[config.mk]
export PLATFORM = sky130hd
export DESIGN_NAME = iram_wb_target
export DESIGN_NICKNAME = d
export VERILOG_FILES = /design/src/rtl/iram_wb_target.sv
export SDC_FILE = /design/constraint.sdc
export NUM_CORES = 1
export LEC_CHECK = 0
export BUFFER_PORTS_ARGS = -buffer_cell sky130_fd_sc_hd__buf_2
export CAP_MARGIN = 20
export CORE_ASPECT_RATIO = 1.4
export CORE_MARGIN = 3
export CORE_UTILIZATION = 45
export DETAILED_ROUTE_END_ITERATION = 10
export PLACE_DENSITY = 0.95
export SYNTH_ARGS = -nofsm -noshare
export SYNTH_HDL_FRONTEND = slang
export SYNTH_SLANG_ARGS = --single-unit
[constraint.sdc]
create_clock -name i_clk -period 4.13 [get_ports i_clk]
set_input_delay 0.2065 -clock i_clk [delete_from_list [all_inputs] [get_ports i_clk]]
set_output_delay 0.2065 -clock i_clk [all_outputs]
set_load 0.02 [all_outputs]
[src/rtl/iram_wb_target.sv]
// Wishbone target for the 512x16 internal RAM: single, 4-beat and 8-beat wrapping bursts.
// Partial-select writes merge the new bytes with the RAM read data of the same word.
`ifndef WB_ADDR_W
`define WB_ADDR_W 16
`endif

module iram_wb_target #(
  parameter int unsigned        ADDR_W = `WB_ADDR_W,
  parameter logic [ADDR_W-10:0] BASE   = '0
) (
  input  logic              i_clk,
  input  logic              i_rst,
  input  logic              wb_cyc,
  input  logic              wb_stb,
  input  logic              wb_we,
  input  logic [ADDR_W-1:0] wb_adr,
  input  logic [15:0]       wb_i_dat,
  input  logic [1:0]        wb_sel,
  input  logic              wb_4_burst,
  input  logic              wb_8_burst,
  output logic [15:0]       wb_o_dat,
  output logic              wb_ack,
  output logic              wb_err,
  output logic [8:0]        ram_addr,
  output logic [15:0]       ram_o_data,
  input  logic [15:0]       ram_i_data,
  output logic              ram_we
);

  typedef enum logic [1:0] {
    IDLE = 2'd0,
    RD   = 2'd1,
    WR   = 2'd2,
    ERR  = 2'd3
  } state_t;

  // Beat k of a burst; mask selects the low address bits that wrap (000, 011 or 111).
  function automatic logic [8:0] beat_addr(input logic [8:0] base,
                                           input logic [2:0] mask,
                                           input logic [2:0] k);
    logic [2:0] low;
    low = base[2:0] + k;
    return {base[8:3], (base[2:0] & ~mask) | (low & mask)};
  endfunction

  function automatic logic [15:0] byte_merge(input logic [1:0]  sel,
                                             input logic [15:0] new_dat,
                                             input logic [15:0] old_dat);
    return {sel[1] ? new_dat[15:8] : old_dat[15:8],
            sel[0] ? new_dat[7:0]  : old_dat[7:0]};
  endfunction

  state_t      state_r;
  state_t      state_s;
  logic [8:0]  base_r;
  logic [1:0]  sel_r;
  logic [2:0]  mask_r;
  logic [2:0]  beat_r;
  logic        req_s;
  logic        hit_s;
  logic        last_s;
  logic        burst_s;

  assign req_s   = wb_cyc & wb_stb;
  assign hit_s   = (wb_adr[ADDR_W-1:9] == BASE);
  assign last_s  = (beat_r == mask_r);
  assign burst_s = wb_4_burst | wb_8_burst;

  // Next-state selection
  always_comb begin
    state_s = state_r;
    case (state_r)
      IDLE: begin
        if (req_s) begin
          if (!hit_s) begin
            state_s = ERR;
          end else if (wb_we) begin
            state_s = WR;
          end else begin
            state_s = RD;
          end
        end else begin
          state_s = IDLE;
        end
      end
      RD, WR: begin
        if (!wb_cyc || last_s) begin
          state_s = IDLE;
        end else begin
          state_s = state_r;
        end
      end
      ERR:     state_s = IDLE;
      default: state_s = IDLE;
    endcase
  end

  // State register
  always_ff @(posedge i_clk or posedge i_rst) begin
    if (i_rst) begin
      state_r <= IDLE;
    end else begin
      state_r <= state_s;
    end
  end

  // Request capture at acceptance; bursts always write whole words
  always_ff @(posedge i_clk or posedge i_rst) begin
    if (i_rst) begin
      base_r <= 9'd0;
      sel_r  <= 2'b00;
      mask_r <= 3'b000;
    end else if (state_r == IDLE && req_s) begin
      base_r <= wb_adr[8:0];
      sel_r  <= burst_s ? 2'b11 : wb_sel;
      mask_r <= wb_8_burst ? 3'b111 : (wb_4_burst ? 3'b011 : 3'b000);
    end else begin
      base_r <= base_r;
      sel_r  <= sel_r;
      mask_r <= mask_r;
    end
  end

  // Beat counter: one step per acknowledged beat
  always_ff @(posedge i_clk or posedge i_rst) begin
    if (i_rst) begin
      beat_r <= 3'd0;
    end else if (state_r == IDLE) begin
      beat_r <= 3'd0;
    end else if ((state_r == RD || state_r == WR) && wb_cyc) begin
      beat_r <= beat_r + 3'd1;
    end else begin
      beat_r <= beat_r;
    end
  end

  // Bus and RAM outputs; reads run one address ahead because the RAM has one cycle of latency
  always_comb begin
    wb_ack     = 1'b0;
    wb_err     = 1'b0;
    wb_o_dat   = 16'h0000;
    ram_we     = 1'b0;
    ram_addr   = wb_adr[8:0];
    ram_o_data = 16'h0000;
    case (state_r)
      IDLE: ram_addr = wb_adr[8:0];
      RD: begin
        wb_ack   = wb_cyc;
        wb_o_dat = wb_cyc ? ram_i_data : 16'h0000;
        ram_addr = beat_addr(base_r, mask_r, beat_r + 3'd1);
      end
      WR: begin
        wb_ack     = wb_cyc;
        ram_we     = wb_cyc & wb_stb;
        ram_addr   = beat_addr(base_r, mask_r, beat_r);
        ram_o_data = byte_merge(sel_r, wb_i_dat, ram_i_data);
      end
      ERR: begin
        wb_err   = 1'b1;
        ram_addr = base_r;
      end
      default: ram_addr = wb_adr[8:0];
    endcase
  end

endmodule

; ---- After elaboration in Yosys (flattened, before gate mapping)
; Cells that the tools add are included.
[totals]
register_bits = 19
latchBits = 0
ram_bits = 0
rom_bits = 0
input_bits = 57
output_inout_bits = 44
memories = 0
[op_classes]
addsub = 3
n_mul = 0
n_div = 0
magnitude_cmp = 0
eq_ne = 5
shifts = 0
muxes = 19
bitwise_logic = 8
n_reduce_logical = 9
[ops]
columns = cell, count
row1 = $mux W16, 3
row2 = $pmux W9 S4, 1
row3 = $mux W8, 2
row4 = $mux W2, 6
row5 = $and A3 B3 Y3, 3
row6 = $mux W3, 3
row7 = $logic_not A7 Y1, 1
row8 = $add A3 B3 Y3, 2
row9 = $or A3 B3 Y3, 2
row10 = $pmux W2 S3, 1
row11 = $eq A2 B2 Y1 const B, 2
row12 = $add A3 B1 Y3 const B, 1
row13 = $eq A3 B3 Y1, 1
row14 = $mux W1, 3
row15 = $not A3 Y3, 1
row16 = $eq A2 B1 Y1 const B, 1
row17 = $logic_and A1 B1 Y1, 2
row18 = $logic_not A2 Y1, 1
row19 = $logic_or A1 B1 Y1, 2
row20 = $ne A2 B1 Y1 const B, 1
row21 = $reduce_bool A2 Y1, 1
row22 = $reduce_or A2 Y1, 1
row23 = $and A1 B1 Y1, 1
row24 = $logic_not A1 Y1, 1
row25 = $or A1 B1 Y1, 1

; ---- Logic depth before layout (Yosys ltp)
; Gate-level depths: netlist (run 1).
[logic_depth]
ltp_word = 5
mapped_depth = 12
depth_no_buf = 10

; ---- Worst setup path before layout (run 1)
; OpenSTA, ideal clock, no wires.
[synth_timing]
path_kind = reg2out
startpoint = register state_r[0]
endpoint = output ram_addr[1]
arrival_time_ns = 2.456
t_required_ns = 3.923
path_slack_ns = 1.468
stages_incl_launch_ff = 12
cell_sequence = dfrtp_1 -> inv_1 -> ha_1 -> clkbuf_1 -> clkbuf_1 -> xnor2_1 -> ha_1 -> inv_1 -> fa_1 -> nor2_1 -> a21oi_1 -> o21ai_0
[synth_between]
elab_chain_len = 2
elab_cells_between_ends = 5
[synth_lines]
columns = element, line
row1 = "start, declared", 53  ; state_t state_r;
row2 = "start signal, assigned", 103  ; state_r <= state_s;
row3 = $eq A2 B2 Y1 (tied with other cells), 145  ; case (state_r)
row4 = $pmux W9 S4 (*), 145
row5 = "end, declared", 24  ; output logic [8:0] ram_addr,
; Every way passes the cells marked *; elsewhere a longest branch is shown, timed or not.

; ---- Final worst setup path (run 1)
[layout_timing]
startpoint = register state_r[0]
endpoint = output ram_addr[2]
; Same word-level chain as after synthesis.

==> results of run 1 <==
## per-stage QoR
stage	hold slack, ns	setup WS [ns]
6_report	0.03750	1.044
5_1_grt	0.08428	0.8216
4_1_cts	0.05704	1.006
3_5_place_dp	0.3349	1.306
3_3_place_gp	0.3306	1.432
2_1_floorplan	0.1451	1.468
## final timing paths
path                             from          end
max                        state_r[0]  ram_addr[2]
min                             i_rst    base_r[5]
max reg2reg                state_r[0]    base_r[4]
min reg2reg                 base_r[3]    base_r[3]
max in group asynchronous       i_rst    base_r[4]
min in group i_clk          wb_adr[3]    base_r[3]
## sequential cells by signal (all words and copies together), names as in the netlist
name and count:
mask_r 2, sel_r 2, base_r 9, state_r 2, beat_r 3
## cell families (layout without fill, tap and decap cells)
family / Yosys count / count (layout) / synth area share
flip-flops: 18 / 18 / 0.2997
AO/OA/AOI/OAI: 20 / 20 / 0.07244
AND/OR/NAND/NOR: 73 / 73 / 0.2756
adder cells (fa/ha/maj): 7 / 7 / 0.06328
XOR/XNOR: 6 / 6 / 0.03497
buffers and inverters: 20 / 112 / 0.05079
multiplexers: 29 / 29 / 0.2032
## synth_stat cells
cell	number
nand3_2	1
a32oi_1	1
a21o_1	2
and3b_1	1
xor2_1	4
or3_1	1
inv_1	8
nand3b_1	1
or2_2	1
nor2b_1	17
dfrtp_1	18
fa_1	1
buf_2	1
nand4_1	1
mux2_2	12
or4_4	1
nor2_1	5
ha_1	6
mux2i_1	17
o21ai_0	10
xnor2_1	2
a21oi_1	7
nand2_1	20
clkbuf_1	11
nand3_1	3
and3_1	17
nor3_1	3
nor4_4	1
## layer usage
layer	vias up	wire length, microns	track usage
met1	700	1500	0.2003
met2	83	2136	0.4000
met3	7	448	0.03006
met5	-	0	0
li1	773	-	-
met4	0	57	0.08033
## critical path: stages (launching register included)
cell and delay (ns):
dfrtp_1 0.41, inv_1 0.09, ha_1 0.52, xnor2_1 0.20
ha_1 0.17, inv_1 0.05, fa_1 0.38, xor2_1 0.16
xnor2_1 0.23, nand4_1 0.13, nand3_1 0.11, buf_2 0.17
## final cells by class
class                           instances  share of cell area
Multi-Input combinational cell        135              0.4736
Clock buffer                            4             0.02672
Sequential cell                        18              0.2186
Tap cell                               39             0.02368
Timing Repair Buffer                  100              0.2429
Inverter                                8             0.01457
## power by group through the flow
stage / Clock [mW] / Sequential, mW / Combinational [mW]
2_1_floorplan: 0 / 0.245 / 0.306
3_5_place_dp: 0 / 0.279 / 0.390
3_3_place_gp: 0 / 0.276 / 0.380
5_1_grt: 0.153 / 0.284 / 0.433
6_report: 0.144 / 0.278 / 0.391
4_1_cts: 0.146 / 0.277 / 0.395
==> reports/metrics.csv, run 1 <==
stage,metric,value,unit
power_and_ir_drop,leakage,1.225,nW
synth,synth_top_cell_by_area,dfrtp_1,
clock_network,cts_buffers,3,
timing,tns,0,ns
worst_setup_path,worstPathMaxFanout,20,
timing,layout_min_cycle_time,3.086,ns
worst_setup_path,ff2ff_path_depth,4,
global_routing,first_global_vias,1480,
clock_network,holdBufCountCts,0,
timing,setup_viol,0,
power_and_ir_drop,power,0.8121,mW
timing,fin_crit_sh,0.7472,
clock_network,cts_root_buf,clkbuf_8,
route,dr.pass1.iters,4,
placement,dpl_cell_area,2006,sq um
clock_network,clk_latency,0.26,ns
power_and_ir_drop,p_int,0.4818,mW
clock_network,cts_buffer_depth,2,
clock_network,cts_tree,done,
timing,fin_skew,0.002640,ns
timing,slew_headroom,0.5002,
clock_network,cts_max_level,1,
finish,seqCellArea,450.4,sq um
power_and_ir_drop,switching_power,0.3303,mW
finish,fillCellCount,279,
power_and_ir_drop,p_seq_frac,0.342,
synth,synth_cell_types,28,
synth,yosysWarnings,0,
timing,rsz0062_at_grt,no,
worst_setup_path,critPathRequiredTime,3.92,ns
floorplan,dieWidth,54.84,microns
worst_setup_path,worst-r2r-setup-slack,1.91,ns
placement,dp_hpwl,3241,microns
floorplan,ios,101,
worst_setup_path,critPathCaptureType,primary output,
flow_run,drv_cap,0,
finish,synthToLayoutAreaGrowth,37.14,%
power_and_ir_drop,powerDensity,394.1,nW/um^2
power_and_ir_drop,p_sw_frac,0.4067,
global_routing,grt_max_degree,25,
power_and_ir_drop,ir_drop,299.2,uV
synth,synth_nets,237,
timing,worst_pin_slew,0.7496,ns
placement,place.port_buffers,100,
route,vias,1563,
finish,diodes,0,
route,drtIter0Drc,14,
floorplan,die_h,74.38,microns
floorplan,die_area,4079,sq um
clock_network,cts_num_sinks,18,
clock_network,clk_pin_slew,0.06,ns
worst_setup_path,arrival,2.88,ns
placement,dp_cells,300,
route,avgRoutedWirePerCell,13.63,microns
synth,synth.cell_area,1503,sq um
timing,fmax,324.0,MHz
synth,synth_seq_cells,18,
global_routing,overflow,0,
worst_hold_path,min_path_type,in2async,
route,route.detailed.drc,0,
route,wirelength,4143,microns
synth,syn-mean-instance-area,8.686,sq um
clock_network,cts.repair.resized,0,
power_and_ir_drop,p_comb_frac,0.481,
synth,synth_top_area_frac,0.2998,
synth,syn_inst,173,
finish,finalNetCount,330,
worst_setup_path,critPathLaunchType,flop,
floorplan,start_util,0.4766,
finish,utilization,0.6536,
global_routing,grt_util_all_layers,0.2039,
status,status,"finished, final reports clean",
clock_network,cts_setup_buffers,0,
finish,stdcell_count,304,
placement,gp_congestion,0.7751,
global_routing,grt_pass1_wl,6147,microns
synth,synth.area.top_cells,"dfrtp_1 30%, mux2i_1 11%, mux2_2 9.0%, and3_1 7.1%, nor2b_1 7.1%",
timing,hold_violations,0,
finish,fin_area,2061,sq um
finish,multiInputGateArea,975.9,sq um
finish,mostFrequentLayoutCells,"100 x buf_2, 20 x nand2_1, 18 x dfrtp_1",
route,vias_per_cell,5.141,
floorplan,coreArea,3153,sq um
route,final_antenna_net_count,0,
synth,synth_seq_area_share,0.2998,
finish,final_layout_size_suffix_gt1_frac,0.4528,
timing,slew_viol_final,0,
global_routing,grt_antenna_before_repair,0,
power_and_ir_drop,p_clk_frac,0.177,
finish,final_common_cell,buf_2,
worst_setup_path,crit_type,reg2out,
floorplan,rows,24,
No activity file was read; power rests on OpenSTA's default activity.
==> inputs of run 2 (changes only) <==
Settings changed: ABC_AREA set to 1, CORE_UTILIZATION 45 to 41, PLACE_DENSITY 0.95 to 0.92.
Clock period 4.13 ns to 3.1 ns, I/O delays scaled along.
==> run 2 against run 1 <==
Compared with the run above: the flow now finishes with violations (hold timing); clock skew is essentially flat; utilization shrank 3.5 points; synthesized area shrank 5.6%; sequential power grew 18%; non-clock buffer count grew 1; critical endpoint unchanged; largest cell class unchanged.
==> reports/metrics.csv, run 2 <==
stage,metric,value,unit
timing,slew_viol_final,0,
finish,finalNetCount,378,
route,avgRoutedWirePerCell,11.82,microns
synth,syn-mean-instance-area,6.539,sq um
floorplan,coreArea,3213,sq um
worst_setup_path,crit_buf_inv,3,
worst_setup_path,slowest_stage,dfrtp_1,
timing,tns,0,ns
clock_network,holdBufCountCts,0,
clock_network,cts.repair.resized,0,
synth,synth.area.top_cells,"dfrtp_1 32%, o21ai_0 13%, inv_1 11%, a21oi_1 9.2%, nand2_1 7.7%",
finish,mostFrequentLayoutCells,"100 x buf_2, 42 x inv_1, 38 x o21ai_0",
power_and_ir_drop,ir_drop,380.6,uV
floorplan,start_util,0.4416,
worst_hold_path,min_path_type,in2async,
worst_setup_path,critPathLaunchType,flop,
synth,synth_edf_count,0,
synth,synthFlopType,dfrtp_1,
placement,gp_congestion,0.8206,
finish,final_common_cell,buf_2,
synth,synth.cell_area,1419,sq um
global_routing,grt_max_degree,22,
synth,yosysWarnings,0,
finish,final_layout_size_suffix_gt1_frac,0.3482,
clock_network,cts_tree,done,
worst_setup_path,crit_top_cell,nand3_1,
finish,diodes,0,
synth,synth_top_area_frac,0.3175,
worst_setup_path,ff2ff_path_depth,7,
clock_network,cts_max_level,1,
synth,synth_nets,281,
clock_network,cts_setup_buffers,0,
worst_setup_path,r2r-start,state_r[0],
floorplan,die_area,4213,sq um
global_routing,first_global_vias,1580,
status,violations,hold timing,
clock_network,clk_latency,0.27,ns
worst_setup_path,worstSetupPathDepth,12,
placement,dp_cells,348,
worst_setup_path,worst-r2r-setup-slack,1.16,ns
synth,yosysMostFrequentCell,inv_1,
timing,hold_violations,18,
timing,worst_pin_slew,0.7077,ns
status,status,"finished, violations left",
worst_setup_path,critPathRequiredTime,2.94,ns
synth,synth_seq_cells,18,
floorplan,dieWidth,55.72,microns
synth,synth_top_cell_by_area,dfrtp_1,
clock_network,clk_pin_slew,0.07,ns
timing,slew_headroom,0.5277,
timing,fin_crit_sh,0.8246,
worst_setup_path,crit_chain,"inv_1, ha_1, xnor2_1, ha_1, inv_1, fa_1, nand3_1, nand3_1, nand2_1, nand3_1, a21oi_1, buf_2",
power_and_ir_drop,leakage,1.219,nW
global_routing,grt_util_all_layers,0.2046,
route,vias_per_cell,4.801,
synth,synthArstFlopShare,1.000,
worst_setup_path,crit_start,state_r[0],
route,dr.pass1.iters,4,
timing,holdWs,-0.01223,ns
synth,synth_seq_area_share,0.3175,
synth,synthTopCellsByCount,"42 x inv_1, 38 x o21ai_0, 29 x nand2_1",
timing,fin_skew,0.002371,ns
power_and_ir_drop,powerDensity,508.9,nW/um^2
flow_run,drv_cap,0,
synth,synth_cell_types,24,
worst_setup_path,cp_top_family,adder cells,
finish,largest_register,base_r,
worst_setup_path,crit_type,reg2out,
clock_network,cts_root_buf,clkbuf_8,
route,final_antenna_net_count,0,
route,drtIter0Drc,63,
clock_network,cts_num_sinks,18,
worst_setup_path,worstPathMaxFanout,6,
timing,fmax,391.2,MHz
placement,place.port_buffers,100,
route,wirelength,4161,microns
placement,dp_hpwl,3380,microns
global_routing,grt_pass1_wl,6803,microns
worst_setup_path,arrival,2.40,ns
global_routing,overflow,0,
finish,largestRegisters,"base_r: 9 flops, beat_r: 3 flops",
clock_network,cts_buffer_depth,2,
worst_setup_path,r2r_end,sel_r[0],
global_routing,grt_antenna_before_repair,0,
floorplan,die_h,75.61,microns
finish,stdcell_count,352,
timing,setup_viol,0,
worst_setup_path,critPathCaptureType,primary output,
timing,layout_min_cycle_time,2.556,ns
floorplan,ios,101,
route,vias,1690,
finish,synthToLayoutAreaGrowth,40.04,%
worst_setup_path,cpPeakStageDelay,0.40,ns
worst_setup_path,endpoint,ram_addr[2],
route,route.detailed.drc,0,
clock_network,cts_buffers,3,
synth,syn_inst,217,
finish,largest_reg_flops,9,
timing,rsz0062_at_grt,no,
floorplan,rows,24,
==> run 2: cell count changes in the layout (fill, tap and decap cells not counted), moves of 3 or more <==
| cell | delta |
|---|---|
| nand3_1 | +8 |
| and3_1 | -17 |
| nor2b_1 | -17 |
| nand2_1 | +9 |
| xor2_1 | -3 |
| mux2i_1 | -17 |
| a22oi_1 | +3 |
| inv_1 | +34 |
| mux2_2 | -12 |
| a21oi_1 | +19 |
| nor2_1 | +17 |
| o21ai_0 | +28 |
==> run 2: final cells by class <==
class	instances	area [sq um]
clock buffers	4	55.05
fillers	307	1226
inverters	44	165.2
multi-input cells	146	759.5
flip-flops and latches	18	450.4
well taps	39	48.80
repair buffers	101	508.0
==> run 2: how the worst min path moves through the flow <==
stage	from	endpoint	depth (start not counted)	slack [ns]
floorplan	i_rst	base_r[0]	1	0.09
global placement	i_rst	base_r[4]	2	0.29
detailed placement	i_rst	base_r[4]	2	0.30
CTS	i_rst	base_r[4]	2	0.009
global route	i_rst	base_r[5]	2	0.03
finish	i_rst	base_r[5]	2	-0.01
==> run 2: metal layers <==
| layer | global-route usage | up-vias | wire length (microns) |
|---|---|---|---|
| li1 | - | 886 | - |
| met1 | 0.2004 | 725 | 1542 |
| met5 | 0 | - | 0 |
| met3 | 0.05593 | 5 | 412 |
| met2 | 0.4039 | 74 | 2133 |
| met4 | 0.08919 | 0 | 73 |
==> run 2: cell families after synthesis <==
group | count (synthesis) | share of synthesized area
AOI/OAI and AO/OA | 70 | 0.2575
and+or+nand+nor | 67 | 0.1984
buffers and inverters | 53 | 0.1473
DFF | 18 | 0.3175
adders and majority gates | 7 | 0.06702
xor gates and xnor gates | 2 | 0.01235
==> run 2: metrics by stage <==
step / utilization / hold WS (ns) / area, sq um / power [mW] / worst slack (ns)
3_5_place_dp: 0.6012 / 0.3026 / 1932 / 0.8155 / 0.8233
4_1_cts: 0.6184 / 0.008641 / 1987 / 1.019 / 0.5253
5_1_grt: 0.6184 / 0.02757 / 1987 / 1.088 / 0.3304
6_report: 0.6184 / -0.01223 / 1987 / 1.011 / 0.5437
2_1_floorplan: - / 0.09357 / 1419 / 0.6609 / 0.5809
3_3_place_gp: 0.6012 / 0.2923 / 1932 / 0.8047 / 0.8984
==> run 2: power by group <==
part	internal, mW	total, mW	switching [mW]
Combinational	0.172	0.484	0.312
Clock	0.113	0.201	0.0874
Sequential	0.287	0.327	0.0401
==> run 2: worst reg2reg max path: stages, from the launching register on <==
cell	delay (ns)
dfrtp_1	0.40
inv_1	0.10
ha_1	0.28
inv_2	0.17
nor2_4	0.19
inv_2	0.16
nor3_1	0.36
a22oi_1	0.12
==> inputs of run 3 (changes only) <==
Settings changed: CORE_UTILIZATION 41 to 37, PLACE_DENSITY 0.92 to 0.89.
Clock period 3.1 ns to 2.3 ns, I/O delays scaled along.
==> run 3 against run 2 <==
Compared with the run above: the run ends with hold timing, setup timing left; routed wire length increased by 8.0%; combinational power increased by 55%; total power up 40%; first-iteration DRC count fell by 13%; clock-buffer cell count shrank 1; global-route usage fell by 1.3 points; critical path depth stayed put.
==> reports/metrics.csv, run 3 (synthesis results as in run 2) <==
stage,metric,value,unit
status,status,"finished, violations left",
status,violations,"hold timing, setup timing",
timing,hold_violations,18,
timing,holdWs,-0.02835,ns
placement,gp_congestion,0.8456,
timing,rsz0062_at_grt,yes,
finish,final_layout_size_suffix_gt1_frac,0.4038,
power_and_ir_drop,leakage,1.251,nW
timing,layout_min_cycle_time,2.350,ns
clock_network,clk_pin_slew,0.07,ns
placement,place.port_buffers,100,
worst_setup_path,critPathRequiredTime,2.18,ns
timing,slew_viol_final,0,
worst_setup_path,crit_type,reg2out,
route,dr.pass1.iters,5,
clock_network,cts_tree,done,
floorplan,ios,101,
worst_setup_path,arrival,2.24,ns
route,drtIter0Drc,55,
flow_run,drv_cap,0,
finish,largest_reg_flops,9,
global_routing,grt_max_degree,19,
power_and_ir_drop,p_seq_frac,0.313,
clock_network,holdBufCountCts,0,
timing,slew_headroom,0.5114,
worst_setup_path,crit_chain,"inv_2, ha_4, xnor2_2, ha_2, inv_2, fa_2, inv_1, nand2_2, nand4_1, nand3_2, a21oi_4, buf_6",
power_and_ir_drop,switching_power,0.6272,mW
clock_network,cts_root_buf,clkbuf_8,
clock_network,cts_buffer_depth,2,
floorplan,rows,26,
worst_setup_path,cpPeakStageDelay,0.40,ns
floorplan,die_h,79.27,microns
floorplan,die_area,4624,sq um
finish,diodes,0,
power_and_ir_drop,p_clk_frac,0.158,
timing,fin_crit_sh,1.022,
worst_hold_path,min_path_type,in2async,
clock_network,cts_num_sinks,18,
worst_setup_path,critPathCaptureType,primary output,
clock_network,clk_latency,0.25,ns
timing,setup_viol,1,
power_and_ir_drop,p_comb_frac,0.530,
global_routing,overflow,0,
route,avgRoutedWirePerCell,12.52,microns
power_and_ir_drop,powerDensity,677.8,nW/um^2
worst_setup_path,crit_top_cell,inv_2,
power_and_ir_drop,p_sw_frac,0.4424,
finish,largest_register,base_r,
finish,final_common_cell,buf_2,
floorplan,dieWidth,58.34,microns
floorplan,start_util,0.3860,
clock_network,cts_buffers,3,
timing,fmax,425.5,MHz
finish,mostFrequentLayoutCells,"98 x buf_2, 40 x inv_1, 37 x o21ai_0",
power_and_ir_drop,ir_drop,456.7,uV
power_and_ir_drop,p_int,0.7907,mW
finish,synthToLayoutAreaGrowth,47.44,%
worst_setup_path,slowest_stage,dfrtp_1,
finish,largestRegisters,"base_r: 9 flops, beat_r: 3 flops",
route,vias_per_cell,4.953,
route,final_antenna_net_count,0,
route,route.detailed.drc,0,
timing,fin_skew,0.001039,ns
global_routing,grt_util_all_layers,0.1918,
floorplan,coreArea,3676,sq um
timing,worst_pin_slew,0.7322,ns
route,vias,1778,
timing,postLayoutSetupSlackWorst,-0.05022,ns
worst_setup_path,critPathLaunchType,flop,
placement,dp_hpwl,3540,microns
clock_network,cts_max_level,1,
timing,tns,-0.05022,ns
global_routing,first_global_vias,1653,
finish,finalNetCount,383,
global_routing,grt_antenna_before_repair,0,
route,wirelength,4493,microns
global_routing,grt_pass1_wl,6996,microns
worst_setup_path,worstPathMaxFanout,5,
==> run 3: cell types whose count changed in the layout (fill, tap and decap cells not counted), sizes merged <==
cell and delta:
clkbuf -1, buf +5
==> run 3: worst paths after layout <==
path                       cells past startpoint          end  startpoint  slack [ns]
max                                           12  ram_addr[2]  state_r[0]       -0.05
min                                            2    base_r[4]       i_rst       -0.03
max reg2reg                                    8     sel_r[1]  state_r[0]        0.29
min reg2reg                                    2    base_r[7]   base_r[7]        0.49
max in group asynchronous                      2    beat_r[0]       i_rst        1.82
min in group i_clk                             3    base_r[2]   wb_adr[2]        0.08
==> run 3: layer usage <==
metal  GRT usage  vias up  share of wire
met2      0.3803       88           0.53
met3     0.02114       11          0.085
met1      0.1907      785           0.36
met5           0        -              0
met4     0.08121        0          0.024
li1            -      894              -
==> run 3: through the flow <==
| step | area (sq um) | setup WS [ns] | total power [mW] | util | cells |
|---|---|---|---|---|---|
| after floorplan | 1435 | 0.007098 | 0.9079 | - | 217 |
| after global placement | 1958 | 0.1046 | 1.103 | 0.5327 | 352 |
| after detailed placement | 1958 | -0.0008329 | 1.120 | 0.5327 | 352 |
| after CTS | 2024 | -0.03624 | 1.367 | 0.5507 | 356 |
| after global routing | 2092 | -0.1210 | 1.528 | 0.5691 | 359 |
| final | 2092 | -0.05022 | 1.418 | 0.5691 | 359 |
==> run 3: repair_timing <==
action,in CTS,in global routing
hold endpoints to repair,0,0
pin swaps,1,3
buffers inserted,1,3
gates resized for setup,6,13
setup endpoints to repair,2,2
cloned,0,0
==> run 3: final cells by class <==
type                            instances  area, sq um
Fill cell                             369         1584
Timing Repair Buffer                  106        558.0
Tap cell                               42        52.55
Multi-Input combinational cell        146        823.3
Inverter                               44        165.2
Clock buffer                            3        41.29
Sequential cell                        18        451.7
==> run 3: power groups by stage <==
| stage | Combinational (mW) | Clock, mW | Sequential [mW] |
|---|---|---|---|
| finish | 0.751 | 0.224 | 0.443 |
| floorplan | 0.477 | 0 | 0.431 |
| global route | 0.842 | 0.235 | 0.452 |
| CTS | 0.699 | 0.227 | 0.441 |
| global placement | 0.662 | 0 | 0.441 |
| detailed placement | 0.674 | 0 | 0.446 |
==> run 3: critical path: cells and delay by family, from the launching register on <==
kind                     cells  cell delay, ns
XOR/XNOR                     1            0.11
AO/OA/AOI/OAI                1            0.13
AND/OR/NAND/NOR              3            0.27
flip-flops                   1            0.40
buffers and inverters        4            0.34
adder cells (fa/ha/maj)      3            0.72
